===== src/rtl/layer_priority_scheduler.sv =====
// Per-pixel layer priority mux with a run-time order that only changes at frame
// boundaries, plus a per-frame collision mask for game logic.
module layer_priority_scheduler #(
    parameter int N_LAYERS = 4,
    parameter int IDX_W    = $clog2(N_LAYERS)
) (
    input  logic                      clk,
    input  logic                      resetN,
    input  logic [12*N_LAYERS-1:0]    RGB_layers,
    input  logic [N_LAYERS-1:0]       draw_layers,
    input  logic [11:0]               RGB_bg,
    input  logic                      blank,
    input  logic                      startOfFrame,
    input  logic                      cfg_valid,
    input  logic [IDX_W*N_LAYERS-1:0] cfg_order,
    output logic                      cfg_ready,
    output logic                      cfg_err,
    output logic [3:0]                Red_level,
    output logic [3:0]                Green_level,
    output logic [3:0]                Blue_level,
    output logic [N_LAYERS-1:0]       collision_mask,
    output logic                      collision_pulse
);

    localparam int ORD_W = IDX_W * N_LAYERS;

    typedef enum logic {S_IDLE, S_PENDING} state_t;

    function automatic logic [ORD_W-1:0] identity_order();
        logic [ORD_W-1:0] ord;
        for (int p = 0; p < N_LAYERS; p++) ord[p*IDX_W +: IDX_W] = IDX_W'(p);
        return ord;
    endfunction

    state_t              r_state;
    state_t              w_next_state;
    logic [ORD_W-1:0]    r_active_order;
    logic [ORD_W-1:0]    r_shadow_order;
    logic [11:0]         r_rgb;
    logic                r_cfg_err;
    logic [N_LAYERS-1:0] r_acc;
    logic [N_LAYERS-1:0] r_mask;
    logic                r_pulse;

    logic                w_is_perm;
    logic [N_LAYERS-1:0] w_seen;
    logic [11:0]         w_pix;
    logic                w_hit;
    logic                w_multi;
    logic [N_LAYERS-1:0] w_contrib;
    logic [N_LAYERS-1:0] w_acc_all;
    logic                w_load_shadow;
    logic                w_commit;
    logic                w_reject;

    // An order is legal only if each layer index appears exactly once.
    always_comb begin
        // NOTE: every comb output gets a default first so no path infers a latch.
        w_seen    = '0;
        w_is_perm = 1'b1;
        for (int p = 0; p < N_LAYERS; p++) begin
            if (int'(cfg_order[p*IDX_W +: IDX_W]) >= N_LAYERS) begin
                w_is_perm = 1'b0;
            end else begin
                if (w_seen[cfg_order[p*IDX_W +: IDX_W]]) w_is_perm = 1'b0;
                w_seen[cfg_order[p*IDX_W +: IDX_W]] = 1'b1;
            end
        end
    end

    always_comb begin
        w_pix = RGB_bg;
        w_hit = 1'b0;
        for (int p = 0; p < N_LAYERS; p++) begin
            if (!w_hit && draw_layers[r_active_order[p*IDX_W +: IDX_W]]) begin
                w_pix = RGB_layers[12*r_active_order[p*IDX_W +: IDX_W] +: 12];
                w_hit = 1'b1;
            end
        end
    end

    // Clearing the lowest set bit leaves something only when two or more layers draw.
    assign w_multi   = |(draw_layers & (draw_layers - N_LAYERS'(1)));
    assign w_contrib = (!blank && w_multi) ? draw_layers : '0;
    assign w_acc_all = r_acc | w_contrib;

    always_comb begin
        w_next_state  = r_state;
        w_load_shadow = 1'b0;
        w_commit      = 1'b0;
        w_reject      = 1'b0;
        case (r_state)
            S_IDLE: begin
                if (cfg_valid) begin
                    if (w_is_perm) begin
                        w_load_shadow = 1'b1;
                        w_next_state  = S_PENDING;
                    end else begin
                        w_reject = 1'b1;
                    end
                end
            end
            S_PENDING: begin
                if (startOfFrame) begin
                    w_commit     = 1'b1;
                    w_next_state = S_IDLE;
                end
            end
            default: w_next_state = S_IDLE;
        endcase
    end

    always_ff @(posedge clk) begin
        // NOTE: all sequential state uses non-blocking assignment so every
        // register samples pre-edge values regardless of statement order.
        if (!resetN) r_state <= S_IDLE;
        else         r_state <= w_next_state;
    end

    always_ff @(posedge clk) begin
        if (!resetN) begin
            r_active_order <= identity_order();
            r_shadow_order <= identity_order();
            r_rgb          <= 12'hFFF;
            r_cfg_err      <= 1'b0;
            r_acc          <= '0;
            r_mask         <= '0;
            r_pulse        <= 1'b0;
        end else begin
            r_rgb     <= blank ? 12'h000 : w_pix;
            r_cfg_err <= w_reject;
            if (w_load_shadow) r_shadow_order <= cfg_order;
            if (w_commit)      r_active_order <= r_shadow_order;
            if (startOfFrame) begin
                r_mask  <= w_acc_all;
                r_pulse <= |w_acc_all;
                r_acc   <= '0;
            end else begin
                r_acc   <= w_acc_all;
                r_pulse <= 1'b0;
            end
        end
    end

    assign cfg_ready       = (r_state == S_IDLE);
    assign cfg_err         = r_cfg_err;
    assign Red_level       = r_rgb[11:8];
    assign Green_level     = r_rgb[7:4];
    assign Blue_level      = r_rgb[3:0];
    assign collision_mask  = r_mask;
    assign collision_pulse = r_pulse;

endmodule


===== config.mk =====
export PLATFORM = sky130hd
export DESIGN_NAME = layer_priority_scheduler
export DESIGN_NICKNAME = d
export VERILOG_FILES = /design/src/rtl/layer_priority_scheduler.sv
export SDC_FILE = /design/constraint.sdc
export NUM_CORES = 1
export LEC_CHECK = 0
export ABC_AREA = 1
export BUFFER_PORTS_ARGS = -buffer_cell sky130_fd_sc_hd__clkbuf_2
export CORE_MARGIN = 4
export CORE_UTILIZATION = 24
export DETAILED_ROUTE_END_ITERATION = 10
export SLEW_MARGIN = 20
export SYNTH_ARGS = -nofsm -noshare
export SYNTH_HDL_FRONTEND = slang
export SYNTH_SLANG_ARGS = --single-unit

===== constraint.sdc =====
create_clock -name clk -period 3.07 [get_ports clk]
set_input_delay 0.4605 -clock clk [delete_from_list [all_inputs] [get_ports clk]]
set_output_delay 0.4605 -clock clk [all_outputs]
set_load 0.005 [all_outputs]

Yosys cells after proc, flatten, opt, wreduce, memory -nomap -nowiden
Cells that the tools add are included.
{ "totals": {"regBits": 39, "memories": 0, "latchBits": 0, "output_inout_bits": 19, "rom_bits": 0, "elab_cells": 94, "inputBits": 77, "mem_bits_rw": 0} }
{ "op_classes": {"add_sub_neg": 1, "n_eq_ne": 0, "n_reduce_logical": 16, "shift": 4, "n_lt_le_gt_ge": 11, "multipliers": 4, "div_mod_pow": 0, "bitwise_logic": 7, "n_mux": 43} }
{ "ops": {"columns": ["cell", "count"], "rows": [
  ["$shiftx A48 B7 Y12", 4],
  ["$mux W12", 5],
  ["$mux W1", 25],
  ["$lt A2 B3 Y1 const B", 8],
  ["$bmux W1 S2", 8],
  ["$mul A2 B2 Y4 const A", 4],
  ["$or A4 B4 Y4", 3],
  ["$reduce_or A4 Y1", 2],
  ["$logic_and A1 B1 Y1", 7],
  ["$demux W1 S2", 3],
  ["$ge A2 B1 Y1 const B", 3],
  ["$and A4 B4 Y4", 1],
  ["$logic_not A1 Y1", 4],
  ["$mux W4", 1],
  ["$sub A4 B1 Y4 const B", 1],
  ["$not A1 Y1", 3],
  ["$reduce_or A3 Y1", 1],
  ["$pmux W1 S2", 1],
  ["$reduce_and A2 Y1", 1],
  ["$reduce_or A2 Y1", 1]
]} }

Longest topological paths before layout
Gate-level depths: netlist of run 1.
{ "logic_depth": {"ltp_word": 13, "mapped_depth": 15, "mapped_depth_nobuf": 13} }

Worst setup path after synthesis of run 1
Ideal clock, no wire load.
{ "synth_timing": {"path_type": "input-to-reg", "startpoint": "input port cfg_order[5]", "endpoint": "register r_shadow_order[2]", "arrival_ns": 1.361, "required_ns": 2.940, "path_stages": 9, "path_slack_ns": 1.579, "path_buffers": 1, "setup_time_ns": 0.130, "cell_sequence": "buf_2 nand2_1 nand2_1 o21ai_0 a21oi_1 nor2_4 nand3_4 nand2_1 nand3_1"} }
{ "synth_between": {"elab_chain_len": 11, "elab_cells_between_ends": 15, "classes_between": "2 x order compare; 11 x mux; 1 x bitwise; 1 x reduce/logical"} }
{ "synth_lines": {"columns": ["item", "line_no", "source"], "rows": [
  ["start: declaration", "15", "input logic [IDX_W*N_LAYERS-1:0] cfg_order,"],
  ["$lt A2 B3 Y1 (implied by the code) or $ge A2 B1 Y1 (tied branches)", "66", "w_seen[cfg_order[p*IDX_W +: IDX_W]] = 1'b1;"],
  ["$logic_and A1 B1 Y1 (implied by the code)", "66", null],
  ["$mux W1 (implied by the code)", "66", null],
  ["$demux W1 S2", "66", null],
  ["$or A4 B4 Y4 (no line)", null, null],
  ["$bmux W1 S2", "65", "if (w_seen[cfg_order[p*IDX_W +: IDX_W]]) w_is_perm = 1'b0;"],
  ["$mux W1 (implied by the code)", "65", null],
  ["$mux W1 (*)", "65", null],
  ["$mux W1 (*)", "95", "if (w_is_perm) begin"],
  ["$mux W1 (*)", "94", "if (cfg_valid) begin"],
  ["$mux W1 (*)", "92", "case (r_state)"],
  ["end signal: assignment", "123", "r_shadow_order <= identity_order();"],
  ["end signal: assignment", "132", "if (w_load_shadow) r_shadow_order <= cfg_order;"],
  ["end: declaration", "38", "logic [ORD_W-1:0] r_shadow_order;"]
]} }
Every way passes the cells marked *; elsewhere a longest branch is shown, timed or not. The select of a mux whose other input is x is not followed.
A chain may end at the register's enable or synchronous reset.

Worst setup path after layout of run 1
{ "layout_timing": {"startpoint": "register r_active_order[1]", "endpoint": "register r_rgb[4]"} }
{ "layout_between": {"elab_chain_len": 13, "elab_cells_between_ends": 18, "classes_between": "1 x mul; 1 x shift; 10 x mux; 6 x reduce/logical"} }
{ "layout_lines": {"columns": ["item", "line_no", "source"], "rows": [
  ["start: declaration", "37", "logic [ORD_W-1:0] r_active_order;"],
  ["start signal: assignment", "122", "r_active_order <= identity_order();"],
  ["start signal: assignment", "133", "if (w_commit) r_active_order <= r_shadow_order;"],
  ["branches (longest 11 deep; another with $mul A2 B2 Y4)", null, null],
  ["$mux W12 (*)", "75", "if (!w_hit && draw_layers[r_active_order[p*IDX_W +: IDX_W]]) begin"],
  ["$mux W12 (*)", "130", "r_rgb <= blank ? 12'h000 : w_pix;"],
  ["end signal: assignment", "130", null],
  ["end: declaration", "39", "logic [11:0] r_rgb;"]
]} }
Mark *: on every way between the ends. The select of a mux whose other input is x is not followed.

==> results of run 1 <==
power by group through the flow:
stage	logic, mW	registers, mW	clock network, mW
after floorplan	0.400	0.572	0
after global placement	0.581	0.588	0
after detailed placement	0.583	0.586	0
after CTS	0.586	0.575	0.717
after global routing	0.678	0.578	0.737
final	0.591	0.575	0.712
tightest hold or removal path, delay by kind of cell:
kind	cells	cell delay [ps]
buffers and inverters	1	80
and+or+nand+nor	1	90
AOI/OAI and AO/OA	1	50
flip-flops by register name (all words and copies together) (netlist names):
| signal | flops |
|---|---|
| collision_pulse | 1 |
| r_acc | 4 |
| r_state | 1 |
| r_active_order | 8 |
| r_shadow_order | 8 |
| collision_mask | 4 |
| r_rgb | 12 |
| cfg_err | 1 |
area by class of cell:
cell class	count	area (um2)	share of cell area, %
multi-input combinational	554	2540	53.8
sequential	39	781	16.5
timing repair buffer	108	573	12.1
inverter	96	363	7.68
clock inverter	3	71.3	1.51
tap	216	270	5.72
clock buffer	5	125	2.65
through the flow:
| step | setup WS, ps | area (um2) | hold slack, ps |
|---|---|---|---|
| finish | 698 | 4730 | 434 |
| global route | 518 | 4730 | 458 |
| CTS | 798 | 4730 | 434 |
| detailed placement | 813 | 4530 | 449 |
| global placement | 859 | 4530 | 441 |
| floorplan | 1580 | 3900 | 429 |
worst max path at each step:
stage	slack [ps]	end	from	cells after the start
floorplan	1580	r_shadow_order[2]	cfg_order[5]	9
global placement	860	r_rgb[2]	r_active_order[1]	9
detailed placement	810	r_rgb[4]	r_active_order[1]	9
CTS	800	r_rgb[4]	r_active_order[1]	9
global route	520	r_rgb[1]	r_active_order[2]	11
finish	700	r_rgb[4]	r_active_order[1]	9
per-layer routing:
layer  wire (um)  part of all wire [%]
met5           0                     0
met1        6530                    43
met4         390                   2.6
met3        1490                   9.9
met2        6730                    44
placed cells by master, fill, tap and decap left out, types with 13 or more instances in the layout:
cell                       Yosys  routed
sky130_fd_sc_hd__nand2_1     268     268
sky130_fd_sc_hd__clkbuf_2      0      95
sky130_fd_sc_hd__inv_1        90      90
sky130_fd_sc_hd__nand3_1      78      78
sky130_fd_sc_hd__a21oi_1      71      71
sky130_fd_sc_hd__o21ai_0      63      63
sky130_fd_sc_hd__dfxtp_1      39      39
sky130_fd_sc_hd__nand4_1      20      20
sky130_fd_sc_hd__nor2_1       19      19
sky130_fd_sc_hd__buf_4         4      13
kinds of logic after synthesis:
kind of cell / after synthesis
AOI/OAI and AO/OA: 154
buffers and inverters: 139
and+or+nand+nor: 399
DFF: 39
xor gates and xnor gates: 1
==> results list, run 1 <==
- Power spread over the standard cell area amounts to 397 nW/um2.
- The clock drives 39 sinks.
- Detailed-placement wirelength estimate: 10800 um
- The endpoint identified for the worst register-to-register timing path is r_rgb[4].
- Compared with the post-synthesis result, the final layout area differs by 21.3%.
- After synthesis, the cell types taking the most area are sky130_fd_sc_hd__nand2_1 (26%), sky130_fd_sc_hd__dfxtp_1 (20%), sky130_fd_sc_hd__nand3_1 (10%).
- Filler cell count: 1838
- At the worst endpoint, the required time is 3230 ps.
- Timing would allow up to 0.422 GHz.
- Broken down by cell family, the worst path's largest delay share belongs to simple AND/OR/NAND/NOR gates.
* Cell leakage power: 2.59 nW
- Final Critical Period: 2370 ps
- At the pin with the least slew margin, the transition time is 709 ps.
- Simple-gate share of the synthesized area: 44.6%
- Per report_power, the sequential group accounts for 30.6% of the total.
* Overall power: 1.88 mW
- The die covers 18300 um2.
* Number of flops mapped to enable cells by yosys: 0
- At the end of the flow, the number of nets in the layout was 881.
* Flip-flop and latch count after synthesis: 39
- After detailed routing, the total wire length is 15100 um.
- Entering global routing, the biggest net connects 31 pins.
- At the worst endpoint, the arrival time is 2540 ps.
- The core region is 15900 um2.
- Share of synthesized area occupied by flip-flops and latches: 20.0%
- Buffers added to address setup during post-CTS repair amount to 0.
- Across all layers, the routed design uses 5000 vias.
* Crit path buffers/inverters: 1
- Peak ir drop on the vdd network: 0.316 mV
- Drc violations: 0
- Area fraction in compound gates after synthesis: 20.4%
- The worst setup path is launched from a flop.
- Hold worst-path end: cfg_err
- Period utilisation layout: 77.3%
- In this run the worst path has a maximum fanout of 28.
- Post-synthesis instance area: 3900 um2
- First-pass GRT wire length: 24200 um
- Met1 usage in global routing: 21.6%
- Slew Viols, Final: 0
* Fraction of post-synthesis cell area in the top cell type by area: 25.8%
* GRT Total Usage: 16.5%
- After synthesis, the share of cell area in mux cells is 0%.
- In this run switching power makes up 34.7% of total power.
* Highest-delay cell along the critical path: sky130_fd_sc_hd__dfxtp_1
- 96 I/O pins were placed.
- Met2 track demand over resource: 26.3%
- Reg-to-reg setup timing slack: 700 ps
- The Yosys step of the flow raised 0 warnings.
- Number of setup violations in the final report: 0
- N_diodes: 0
- Status: finished clean
* Vias in the first global route: 4661
- Floorplan die width: 135 um
- Clk slew on worst S/H paths: 60 ps
* Grt total ovfl: 0
* XOR/XNOR Fraction of Synth Area: 0.225%
- First-pass iteration count of the detailed router: 5
- Max-capacitance violation count: 0
- Dividing the detail-routed wire length by the instance count gives 14.8 um.
* Dominant combinational cell family by area after synthesis: simple AND/OR/NAND/NOR gates
- 1st-iter DRT viols: 491
* Prevailing post-synth register cell: sky130_fd_sc_hd__dfxtp_1
- Endpoint kind of the worst setup timing path: flop
- The analysis attributes to net switching a power of 652 uW.
- WS Path Type: reg2reg
- Final standard cell utilization of the core: 29.8%
- Synth cell types: 28
* Met3 Track Usage GR: 4.61%
* Worst Reg2Reg Path Length in Cells: 9
- Stage delay of the slowest cell on the critical path: 740 ps
- The most numerous cell type found on the critical path is sky130_fd_sc_hd__nand2_1.
* Row cnt: 46
* Initial antenna violation count: 0
- Most common cell in the netlist: sky130_fd_sc_hd__nand2_1
- No sink is reached through more buffers than the 2 on the longest clock path.
- Count of buffers inserted at the top-level ports: 95
- Traced cell by cell, the critical path runs through nand3_1 > nand2_4 > nand2_4 > inv_1 > nand4_1 > o21ai_1 > nand2_1 > nand2_1 > nand2_1.
- Die height: 135 um
- Synthesis produced a netlist whose cell count is 732.
- Skew final: 9.71 ps
- Gates resized during post-CTS repair numbered 0.
- Measured against its own limit, the worst slew margin works out to 52.7%.
- Per report_power, the combinational group accounts for 31.5% of the total.
* Worst hold-check path type: in2reg
* Clock insertion delay at the later pin of the skew report: 300 ps
- The synthesized netlist devotes 0% of its cell area to adder and majority cells.
- CTS tree: yes
- Last weighted congestion value of the routability-driven placer: 0.914
- Using the TritonRoute via totals, the vias-per-cell ratio works out to 4.90.
* Number of CTS-inserted buffers: 5
- In this run the most critical hold path is launched from cfg_valid.
- Count of antenna-violating nets left after detailed routing: 0
- Accumulated negative setup slack: 0 ps
* Net Count, Synth: 809
- List of most frequent post-synthesis cells: sky130_fd_sc_hd__nand2_1 (268), sky130_fd_sc_hd__inv_1 (90), sky130_fd_sc_hd__nand3_1 (78)
- Filler-free cell count of the finished design: 1021
- The number of hold buffers added after CTS was 0.
* Share of cells above drive strength 1: 16.8%
- The clock network accounts for 37.9% of the total power.
- Of all flip-flops after synthesis, the portion carrying an async set or reset was 0%.
- Initial Util: 24.5%
- Synthesized area per cell: 5.32 um2
- After global routing, the most crowded layer is met2.
* Startpoint of the most critical register-to-register path: r_active_order[1]
- # placed instances: 1013
* Hold violation count in the final report: 0
- Clock tree synthesis selected as its root buffer the cell sky130_fd_sc_hd__clkbuf_16.
* CTS H-tree lvls: 2
- Cell-internal power: 1.23 mW
* Cell count of the worst hold path: 3
- Biggest area consumer among synthesized cells: sky130_fd_sc_hd__nand2_1
- Setup repair after global routing missed its margin: false
Power figures use the tool's default switching activity.
==> inputs of run 2 (changes only) <==
==> constraint.sdc (replaced) <==
create_clock -name clk -period 2.1 [get_ports clk]
set_input_delay 0.315 -clock clk [delete_from_list [all_inputs] [get_ports clk]]
set_output_delay 0.315 -clock clk [all_outputs]
set_load 0.005 [all_outputs]
==> run 2 against run 1 <==
Sequential power rose by 45%. Fmax rose by 25%. Highest routed layer is now met5. Clock skew barely moved. Critical endpoint is now r_rgb[10]. Hold slack got worse by 150 ps. Clock power rose by 16%. Non-clock buffer count rose by 14.
==> results list, run 2 (synthesized netlist as in run 1, its figures left out) <==
* Status: finished clean
- Worst hold-check path type: in2reg
- The count of cells in the finished layout, fillers not included, comes to 1035.
- Crit path from: r_active_order[2]
- # clock sinks: 39
* Root buffer cell: sky130_fd_sc_hd__clkbuf_16
- CTS tree: yes
- Capture point of the worst path: r_rgb[10]
- Row cnt: 46
* Number of flip-flops in the largest register: 12
- Fraction of power consumed by sequential logic: 32.6%
* Accumulated negative setup slack: 0 ps
- From left edge to right edge, the die measures 135 um.
* 1st-iter DRT viols: 495
- For this run, the post-layout net count is 895.
- Including well taps, the total number of placed cells is 1027.
- The clock passes through at most 2 buffers.
- Startpoint of the most critical register-to-register path: r_active_order[2]
- Count of antenna-violating nets left after detailed routing: 0
- In the final layout, the registers with the most flip-flops are r_rgb x12, r_active_order x8, r_shadow_order x8.
* Switching portion of total power: 37.5%
- Post-route design area: 4800 um2
- Critical path depth in cells: 11
* Worst rel slew slack: 65.0%
- Register containing the most flip-flops in the final layout: r_rgb
- Highest-delay cell along the critical path: sky130_fd_sc_hd__dfxtp_1
* Stage delay of the slowest cell on the critical path: 460 ps
- Max-capacitance violation count: 0
* Logic pwr share: 35.2%
- The multi-input combinational cells in the finished layout cover a total of 2550 um2.
- Of all nets on the critical path, the largest fanout is 12.
* DR vias: 5073
* Drc violations: 0
- Share of cells above drive strength 1: 18.2%
* Count of buffers inserted at the top-level ports: 95
- Global routing consumed, over all layers together, 16.9% of the routing resources.
- Relative to the synthesized area, the layout overhead comes to 23.0%.
* Power density over the cells: 533 nW/um2
* Portion of total power attributed to the clock network: 32.3%
- I/O Pins: 96
- Number of CTS-inserted buffers: 5
- Leaving out fill and tap cells, the most frequent cell in the layout is sky130_fd_sc_hd__nand2_1.
- Clock-pin slew was measured on the worst setup and hold paths at 60 ps.
- Placed cell area: 4640 um2
- The first global-routing pass estimated 24600 um of wire.
* First-pass iteration count of the detailed router: 5
- Total wirelength of the detailed-routed design: 15600 um
- STA classifies the critical path startpoint as a flop.
* Number of buffers inserted by hold repair at cts: 0
- The wire-length estimate of the detail-placed layout is 11400 um.
- Top cell by count, worst path: sky130_fd_sc_hd__nand2_1
- Reg-to-reg setup timing slack: 200 ps
- After layout, the minimum clock period comes to 1900 ps.
* CTS H-tree lvls: 2
- Critical Path, Cell by Cell: inv_4 > nand2_2 > nand3_2 > nand2_4 > nand2_4 > inv_1 > nand4_1 > o21ai_1 > nand2_1 > nand2_1 > nand2_1
- The floorplan step defined a die boundary enclosing 18300 um2.
- For the pin with the worst max-slew slack, the measured transition is 524 ps.
- Highest Clock Rate: 0.527 GHz
* Slew Viols, Final: 0
- Global routing finished with a remaining overflow of 0.
- The worst setup path is captured at a flop.
* Period utilisation layout: 90.4%
- Skew final: 9.86 ps
- Capture point of the worst reg-to-reg path: r_rgb[10]
- Initial antenna violation count: 1
* Post-CTS Repair Setup Buffers: 0
* Average wire per cell in the routed design: 15.1 um
* Number of setup violations in the final report: 0
* Clock insertion delay at the later pin of the skew report: 300 ps
- Die height: 135 um
- Data on the critical path arrives at its endpoint at 2070 ps.
* Worst EP required: 2270 ps
- Counting both buffers and inverters, the worst setup path holds a total of 2.
- Post_cts resized: 0
- Peak ir drop on the vdd network: 0.274 mV
- In this run the power spent charging and discharging nets is 958 uW.
* Vias in the first global route: 4903
- Once the floorplan was initialized, standard cells occupied 24.5% of the core.
- Worst Reg2Reg Path Length in Cells: 11
- By startpoint and endpoint, the worst setup path is classified as reg2reg.
* Largest net degree at the start of global routing: 29
- Using the TritonRoute via totals, the vias-per-cell ratio works out to 4.90.
- Leaving out fill and tap cells, the most frequent cells in the layout are sky130_fd_sc_hd__nand2_1 (268), sky130_fd_sc_hd__clkbuf_2 (95), sky130_fd_sc_hd__inv_1 (90), sky130_fd_sc_hd__nand3_1 (78), sky130_fd_sc_hd__a21oi_1 (71).
* Cell leakage power: 2.64 nW
* Top delay family on crit path: simple AND/OR/NAND/NOR gates
* Filler cell count: 1858
- The core region is 15900 um2.
- The sequential cells in the finished layout cover a total of 781 um2.
* Hold violation count in the final report: 0
- Cell-internal power: 1.60 mW
- 0 antenna diodes ended up in the layout.
- Last weighted congestion value of the routability-driven placer: 0.894
[run 2: cell types whose count changed in the layout (fill, tap and decap cells not counted), sizes merged]
cell,previous run,this run
clkbuf,100,101
bufinv,2,0
buf,13,27
clkinv,1,2
[run 2: layout make-up]
cell class,count,share of cell area (%)
Clock buffer,6,2.90
Clock inverter,2,0.287
Inverter,96,7.57
Multi-Input combinational cell,554,53.2
Sequential cell,39,16.3
Tap cell,216,5.64
Timing Repair Buffer,122,14.1
[run 2: worst min path at each step]
stage	from	end	slack, ps	cells after the start
after detailed placement	r_shadow_order[7]	r_shadow_order[7]	450	2
after global placement	r_shadow_order[7]	r_shadow_order[7]	440	2
after CTS	cfg_valid	cfg_err	280	3
after global routing	cfg_valid	cfg_err	300	3
after floorplan	r_shadow_order[2]	r_shadow_order[2]	430	2
final	cfg_valid	cfg_err	280	3
[run 2: through the flow]
step	power [mW]	utilization, %	worst slack [ps]	hold WS (ps)
finish	2.55	30.2	201	281
global route	2.72	30.2	-0.300	295
CTS	2.55	30.1	199	280
detailed placement	1.73	29.2	219	448
global placement	1.73	29.2	240	442
floorplan	1.42	-	620	429
[run 2: worst min-delay path, cell delays in order]
cell,delay (ps)
sky130_fd_sc_hd__clkbuf_2,80
sky130_fd_sc_hd__nand2_1,80
sky130_fd_sc_hd__a211oi_1,50
[run 2: layer usage]
layer	routed length (um)	GRT usage, %	up-vias
met5	13	0	-
met3	1500	4.57	37
met4	443	6.05	2
met2	7000	27.8	268
li1	-	-	2529
met1	6650	21.4	2237
[run 2: power groups by stage]
stage / Clock [mW] / Sequential (mW) / Combinational [mW]
final: 0.824 / 0.832 / 0.899
after global routing: 0.855 / 0.838 / 1.02
after CTS: 0.837 / 0.833 / 0.883
after detailed placement: 0 / 0.849 / 0.878
after global placement: 0 / 0.848 / 0.879
after floorplan: 0 / 0.837 / 0.584
